### config.mk
export PLATFORM = sky130hd
export DESIGN_NAME = dht11_responder
export DESIGN_NICKNAME = d
export VERILOG_FILES = /design/src/rtl/dht11_responder.sv
export SDC_FILE = /design/constraint.sdc
export NUM_CORES = 1
export LEC_CHECK = 0
export ABC_AREA = 1
export CORE_MARGIN = 10
export CORE_UTILIZATION = 38
export DETAILED_ROUTE_END_ITERATION = 10
export GPL_ROUTABILITY_DRIVEN = 0
export GPL_TIMING_DRIVEN = 0
export SKIP_CTS_REPAIR_TIMING = 1
export SYNTH_ARGS = -nofsm -noshare
export SYNTH_HDL_FRONTEND = slang
export SYNTH_SLANG_ARGS = --single-unit
### constraint.sdc
create_clock -name clk -period 6.75 [get_ports clk]
set_input_delay 2.025 -clock clk [delete_from_list [all_inputs] [get_ports clk]]
set_output_delay 2.025 -clock clk [all_outputs]
set_load 0.02 [all_outputs]
### src/rtl/dht11_responder.sv
// DHT11-style sensor responder: detects a host start pulse on an open-drain line and
// answers with the response preamble, 40 data bits (4 bytes + checksum) and an end pulse.
module dht11_responder #(
  parameter int unsigned CLK_PER_US   = 1,
  parameter int unsigned START_MIN_US = 18000,
  parameter int unsigned WAIT_US      = 30,
  parameter int unsigned RESP_LOW_US  = 80,
  parameter int unsigned RESP_HIGH_US = 80,
  parameter int unsigned BIT_LOW_US   = 50,
  parameter int unsigned ZERO_HIGH_US = 26,
  parameter int unsigned ONE_HIGH_US  = 70,
  parameter int unsigned END_LOW_US   = 50
) (
  input  logic       clk,
  input  logic       rst,
  input  logic       line_in,
  output logic       line_oe,
  input  logic [7:0] hum_int,
  input  logic [7:0] hum_dec,
  input  logic [7:0] temp_int,
  input  logic [7:0] temp_dec,
  output logic       busy,
  output logic       done,
  output logic       abort
);

  function automatic int unsigned max_u(input int unsigned a, input int unsigned b);
    return (a > b) ? a : b;
  endfunction

  localparam int unsigned StartMinCyc  = START_MIN_US * CLK_PER_US;
  localparam int unsigned WaitCyc      = WAIT_US * CLK_PER_US;
  localparam int unsigned RespLowCyc   = RESP_LOW_US * CLK_PER_US;
  localparam int unsigned RespHighCyc  = RESP_HIGH_US * CLK_PER_US;
  localparam int unsigned BitLowCyc    = BIT_LOW_US * CLK_PER_US;
  localparam int unsigned ZeroHighCyc  = ZERO_HIGH_US * CLK_PER_US;
  localparam int unsigned OneHighCyc   = ONE_HIGH_US * CLK_PER_US;
  localparam int unsigned EndLowCyc    = END_LOW_US * CLK_PER_US;

  localparam int unsigned MaxCyc = max_u(max_u(max_u(StartMinCyc, WaitCyc),
                                               max_u(RespLowCyc, RespHighCyc)),
                                         max_u(max_u(BitLowCyc, ZeroHighCyc),
                                               max_u(OneHighCyc, EndLowCyc)));
  // One spare bit keeps the saturated START_LOW count strictly above the threshold.
  localparam int unsigned CntW = $clog2(MaxCyc + 1) + 1;

  localparam logic [CntW-1:0] CntMax      = '1;
  localparam logic [CntW-1:0] StartMin    = CntW'(StartMinCyc);
  localparam logic [CntW-1:0] WaitEnd     = CntW'(WaitCyc - 1);
  localparam logic [CntW-1:0] RespLowEnd  = CntW'(RespLowCyc - 1);
  localparam logic [CntW-1:0] RespHighEnd = CntW'(RespHighCyc - 1);
  localparam logic [CntW-1:0] BitLowEnd   = CntW'(BitLowCyc - 1);
  localparam logic [CntW-1:0] ZeroHighEnd = CntW'(ZeroHighCyc - 1);
  localparam logic [CntW-1:0] OneHighEnd  = CntW'(OneHighCyc - 1);
  localparam logic [CntW-1:0] EndLowEnd   = CntW'(EndLowCyc - 1);
  localparam logic [CntW-1:0] SyncSkip    = CntW'(2);
  localparam logic [5:0]      LastBit     = 6'd39;

  typedef enum logic [2:0] {
    StIdle,
    StStartLow,
    StWaitRel,
    StRespLow,
    StRespHigh,
    StBitLow,
    StBitHigh,
    StEndLow
  } state_e;

  state_e          state_q, state_d;
  logic [CntW-1:0] cnt_q, cnt_d, cnt_inc;
  logic [39:0]     shreg_q, shreg_d;
  logic [5:0]      bit_q, bit_d;
  logic            low_q, low_d;
  logic            sync1_q, sync2_q, line_s;
  logic            line_oe_q, line_oe_d;
  logic            busy_q, busy_d;
  logic            done_q, done_d;
  logic            abort_q, abort_d;
  logic [7:0]      checksum;
  logic            host_pull;
  logic [CntW-1:0] high_end;

  assign line_s   = sync2_q;
  assign cnt_inc  = cnt_q + CntW'(1);
  assign checksum = hum_int + hum_dec + temp_int + temp_dec;
  assign high_end = shreg_q[39] ? OneHighEnd : ZeroHighEnd;
  // The first two cycles of a released phase still show our own pull through the synchronizer.
  assign host_pull = (cnt_q >= SyncSkip) && !line_s;

  always_ff @(posedge clk or posedge rst) begin
    if (rst) begin
      sync1_q <= 1'b1;
      sync2_q <= 1'b1;
    end else begin
      sync1_q <= line_in;
      sync2_q <= sync1_q;
    end
  end

  always_comb begin
    state_d = state_q;
    cnt_d   = cnt_inc;
    shreg_d = shreg_q;
    bit_d   = bit_q;
    low_d   = 1'b0;
    done_d  = 1'b0;
    abort_d = 1'b0;
    unique case (state_q)
      StIdle: begin
        cnt_d = '0;
        if (!line_s) begin
          state_d = StStartLow;
        end
      end
      StStartLow: begin
        if (!line_s) begin
          cnt_d = (cnt_q == CntMax) ? cnt_q : cnt_inc;
        end else if (cnt_q >= StartMin) begin
          // The cycle that sees the release counts as the first wait cycle.
          state_d = StWaitRel;
          cnt_d   = CntW'(1);
        end else begin
          state_d = StIdle;
          cnt_d   = '0;
        end
      end
      StWaitRel: begin
        if (!line_s) begin
          state_d = StStartLow;
          cnt_d   = '0;
        end else if (cnt_q >= WaitEnd) begin
          state_d = StRespLow;
          cnt_d   = '0;
          shreg_d = {hum_int, hum_dec, temp_int, temp_dec, checksum};
          bit_d   = '0;
        end
      end
      StRespLow: begin
        if (cnt_q == RespLowEnd) begin
          state_d = StRespHigh;
          cnt_d   = '0;
        end
      end
      StRespHigh: begin
        low_d = host_pull;
        if (host_pull && low_q) begin
          state_d = StIdle;
          cnt_d   = '0;
          low_d   = 1'b0;
          abort_d = 1'b1;
        end else if (cnt_q == RespHighEnd) begin
          state_d = StBitLow;
          cnt_d   = '0;
          low_d   = 1'b0;
        end
      end
      StBitLow: begin
        if (cnt_q == BitLowEnd) begin
          state_d = StBitHigh;
          cnt_d   = '0;
        end
      end
      StBitHigh: begin
        low_d = host_pull;
        if (host_pull && low_q) begin
          state_d = StIdle;
          cnt_d   = '0;
          low_d   = 1'b0;
          abort_d = 1'b1;
        end else if (cnt_q == high_end) begin
          cnt_d   = '0;
          low_d   = 1'b0;
          shreg_d = {shreg_q[38:0], 1'b0};
          if (bit_q == LastBit) begin
            state_d = StEndLow;
          end else begin
            state_d = StBitLow;
            bit_d   = bit_q + 6'd1;
          end
        end
      end
      StEndLow: begin
        if (cnt_q == EndLowEnd) begin
          state_d = StIdle;
          cnt_d   = '0;
          done_d  = 1'b1;
        end
      end
      default: begin
        state_d = StIdle;
        cnt_d   = '0;
      end
    endcase
  end

  // Outputs are registered from the next state so they switch exactly on phase boundaries.
  always_comb begin
    line_oe_d = (state_d == StRespLow) || (state_d == StBitLow) || (state_d == StEndLow);
    busy_d    = (state_d == StRespLow) || (state_d == StRespHigh) || (state_d == StBitLow) ||
                (state_d == StBitHigh) || (state_d == StEndLow);
  end

  always_ff @(posedge clk or posedge rst) begin
    if (rst) begin
      state_q   <= StIdle;
      cnt_q     <= '0;
      shreg_q   <= '0;
      bit_q     <= '0;
      low_q     <= 1'b0;
      line_oe_q <= 1'b0;
      busy_q    <= 1'b0;
      done_q    <= 1'b0;
      abort_q   <= 1'b0;
    end else begin
      state_q   <= state_d;
      cnt_q     <= cnt_d;
      shreg_q   <= shreg_d;
      bit_q     <= bit_d;
      low_q     <= low_d;
      line_oe_q <= line_oe_d;
      busy_q    <= busy_d;
      done_q    <= done_d;
      abort_q   <= abort_d;
    end
  end

  assign line_oe = line_oe_q;
  assign busy    = busy_q;
  assign done    = done_q;
  assign abort   = abort_q;

endmodule

==> flow_metrics.py, run 1 <==
metrics = {
    "synthesis": {
        "ys_warn_count": 0,
        "yosysSeqAreaShare_pct": 36.81,
        "avgSynthCellArea_sq_um": 7.359,
        "synthAdderAreaFrac_pct": 8.782,
        "synthMuxAreaShare_pct": 0,
        "yosysUniqueCellTypes": 40,
        "syn_nets": 727,
        "synth_top_cell_by_area": "dfrtp_1",
        "synthArstFlopShare_pct": 100.0,
        "synth-compound-area-share_pct": 9.752,
        "synth.most_common_cell": "nand2_1",
        "synthCells": 666,
        "ys_top_cells_by_area": "dfrtp_1, nand2_1, o21ai_0",
        "synth_xor_area_share_pct": 3.753,
        "syn_area_sq_um": 4901,
        "synth_top_area_share_pct": 35.74,
        "synth_seq_cells": 72,
        "synth-main-ff-cell": "dfrtp_1",
        "synth_top_family_by_area": "simple AND/OR/NAND/NOR gates",
        "synth_enable_flop_cells": 0,
        "synthSimpleGateAreaFrac_pct": 30.81,
        "synthTopCellsByCount": "nand2_1, inv_1, o21ai_0, dfrtp_1",
    },
    "final_layout": {
        "area_growth_pct": 19.45,
        "layout.nets": 777,
        "layout-drive-gt1-share_pct": 8.738,
        "post-route-util_pct": 46.39,
        "diodes": 0,
        "fillers": 1293,
    },
    "detailed_routing": {
        "first_pass_iters": 4,
        "vias": 4441,
        "drc": 0,
        "wl_um": 12430,
        "ant_nets": 0,
        "viasPerCell": 4.973,
        "routedWlPerCell_um": 13.91,
        "drt_iter0_markers": 354,
    },
    "sta": {
        "max_freq_mhz": 213.1,
        "finalHoldViolCount": 0,
        "rsz0062_at_grt": "no",
        "worst_pin_slew_ps": 513.3,
        "skew_ps": 7.452,
        "fin_crit_ps": 4694,
        "timing.slew.headroom_pct": 65.52,
        "setup_violations": 0,
        "tns_ps": 0,
        "maxSlewViolCount": 0,
        "fin_crit_sh_pct": 69.54,
    },
    "power_and_ir_drop": {
        "switching_power_uw": 367.0,
        "intPower_uw": 870.3,
        "p_leak_uw": 0.002960,
        "clockPowerShare_pct": 43.0,
        "ir_drop_v": 0.0001378,
        "switching_share_pct": 29.66,
        "seq_power_share_pct": 36.2,
        "power.density_nw_per_um2": 211.3,
        "combPwrFrac_pct": 20.8,
    },
    "clock_tree": {
        "clkTransAtPathRegs_ps": 60,
        "insertion_delay_ps": 350,
        "cts_buffers": 9,
        "clock_sinks": 72,
        "clockBufferDepth": 2,
        "htree_levels": 3,
        "cts_tree": "done",
        "cts_root_buffer": "clkbuf_16",
    },
    "critical_path": {
        "cp_data_arrival_time_ps": 4930,
        "critPathKind": "primary input to register",
        "cp_max_fo": 3,
        "cp.required_ps": 6990,
        "worstRegToRegCells": 9,
        "worst_setup_path_end_kind": "register",
        "startpoint_type": "primary input",
    },
    "global_routing": {
        "grt_util_all_layers_pct": 14.69,
        "grt_max_degree": 65,
        "grt_pass1_vias": 4525,
        "grt_antenna_before_repair": 0,
        "grt_pass1_wl_um": 21470,
        "grt-ovfl-total": 0,
    },
    "placed_design": {
        "hpwl_um": 9623,
        "io_buffers": 38,
    },
    "floorplanning": {
        "row_count": 41,
        "core_sq_um": 12620,
        "die_w_um": 133.6,
        "start_util_pct": 38.84,
        "pin_count": 39,
        "dieArea_sq_um": 17840,
        "die_h_um": 133.6,
    },
    "hold_path": {
        "min_path_cells": 0,
        "hold_path.class": "register to register",
    },
    "run": {
        "max_cap_violations": 0,
    },
    "outcome": {
        "status": "completed",
    },
}
routing by layer:
metal  global-route usage (%)  vias to the layer above  part of all wire (%)
li1                         -                     2213                     -
met1                    17.74                     2077                    45
met2                    23.51                      124                    45
met3                    5.263                       27                   6.5
met4                    5.381                        0                   2.6
met5                        0                        -                     0
layout by cell type (no fill, tap or decap), types with 2 or more instances in the layout:
| cell type | Yosys | final |
|---|---|---|
| a21oi_1 | 6 | 6 |
| a31oi_1 | 2 | 2 |
| buf_2 | 10 | 10 |
| buf_6 | 4 | 4 |
| bufinv_16 | 0 | 2 |
| clkbuf_1 | 5 | 5 |
| clkbuf_16 | 0 | 9 |
| clkdlybuf4s50_1 | 0 | 38 |
| dfrtp_1 | 70 | 70 |
| dfstp_2 | 2 | 2 |
| fa_1 | 14 | 14 |
| ha_1 | 12 | 12 |
| inv_1 | 87 | 86 |
| inv_2 | 3 | 3 |
| inv_4 | 1 | 2 |
| inv_6 | 1 | 4 |
| nand2_1 | 199 | 199 |
| nand2_2 | 2 | 2 |
| nand2_4 | 3 | 3 |
| nand3_1 | 51 | 51 |
| nand3_2 | 2 | 2 |
| nand3b_1 | 2 | 2 |
| nand4_1 | 10 | 10 |
| nor2_1 | 51 | 51 |
| nor2_2 | 4 | 4 |
| nor2_4 | 3 | 3 |
| nor3_1 | 7 | 7 |
| o21ai_0 | 75 | 75 |
| o21ai_2 | 2 | 2 |
| o21bai_1 | 3 | 3 |
| o22ai_1 | 2 | 2 |
| or2_2 | 3 | 3 |
| xnor2_1 | 6 | 6 |
| xor2_1 | 15 | 15 |
cells by family (layout without fill, tap and decap cells):
family,count (synthesis),count (layout)
buffers and inverters,113,168
flip-flops,72,72
XOR/XNOR,21,21
AO/OA/AOI/OAI,91,91
adder cells (fa/ha/maj),26,26
AND/OR/NAND/NOR,343,343
metrics by stage:
stage | hold WS (ps) | setup WS, ps | area, sq um | total power, uW | cells
after floorplan | 345.2 | 2397 | 4901 | 628.2 | 666
after global placement | 350.1 | 1576 | 5497 | 705.4 | 876
after detailed placement | 347.8 | 1702 | 5527 | 711.7 | 877
after CTS | 361.5 | 2074 | 5854 | 1250 | 893
after global routing | 368.7 | 1814 | 5854 | 1311 | 893
final | 359.7 | 2056 | 5854 | 1237 | 893
power groups by stage:
stage          Sequential [uW]  Combinational, uW  Clock [uW]
6_report                   448                258         532
3_5_place_dp               455                256           0
4_1_cts                    448                258         545
5_1_grt                    448                296         567
2_1_floorplan              453                175           0
3_3_place_gp               456                250           0
worst max-delay path: stages:
cell             delay, ps
clkdlybuf4s50_1        460
fa_1                   550
fa_1                   550
ha_1                   200
inv_1                   60
fa_1                   400
o21ai_0                210
nand2_1                 90
nand2_1                 60
a21oi_1                 70
nand2_1                 70
nand3_1                 80
nand2_1                 70
nand2_1                 50
flip-flops by register name (all words and copies together), names as in the netlist:
register / flops
abort: 1
shreg_q: 40
line_s: 1
bit_q: 6
low_q: 1
busy: 1
state_q: 3
line_oe: 1
done: 1
sync1_q: 1
cnt_q: 16
final timing paths:
path                                  from           to  slack [ps]
min in group asynchronous              rst  shreg_q[16]        1920
max in group asynchronous              rst       line_s        4250
worst max register to register    cnt_q[0]     cnt_q[0]        4580
worst min register to register     sync1_q       line_s         360
worst min-delay path               sync1_q       line_s         360
worst max-delay path            hum_int[1]   shreg_q[7]        2060
final cells by class:
class                   count  area, sq um  area share (%)
multi-input cells         481         2603           44.45
well taps                 172        215.2           3.676
inverters                  92        355.3           6.070
repair buffers             39        407.9           6.967
flip-flops and latches     72         1804           30.82
clock buffers               9        225.2           3.847
clock inverters             7        102.6           1.753
plain buffers              21        141.4           2.415
Power figures use the tool's default switching activity.
==> run 2, diff against run 1 <==
==> constraint.sdc (replaced) <==
create_clock -name clk -period 4.2 [get_ports clk]
set_input_delay 1.26 -clock clk [delete_from_list [all_inputs] [get_ports clk]]
set_output_delay 1.26 -clock clk [all_outputs]
set_load 0.02 [all_outputs]
==> results of run 2 <==
Same layout as run 1 (identical final DEF). Status: completed.
Among the figures that moved: setup slack after placement 1702 ps -> -82.54 ps; setup slack after layout 2056 ps -> 271.4 ps; register-to-register setup slack 4580 ps -> 2030 ps; total power 1237 uW -> 1988 uW; worst IR drop on VDD 0.0001378 V -> 0.0002214 V
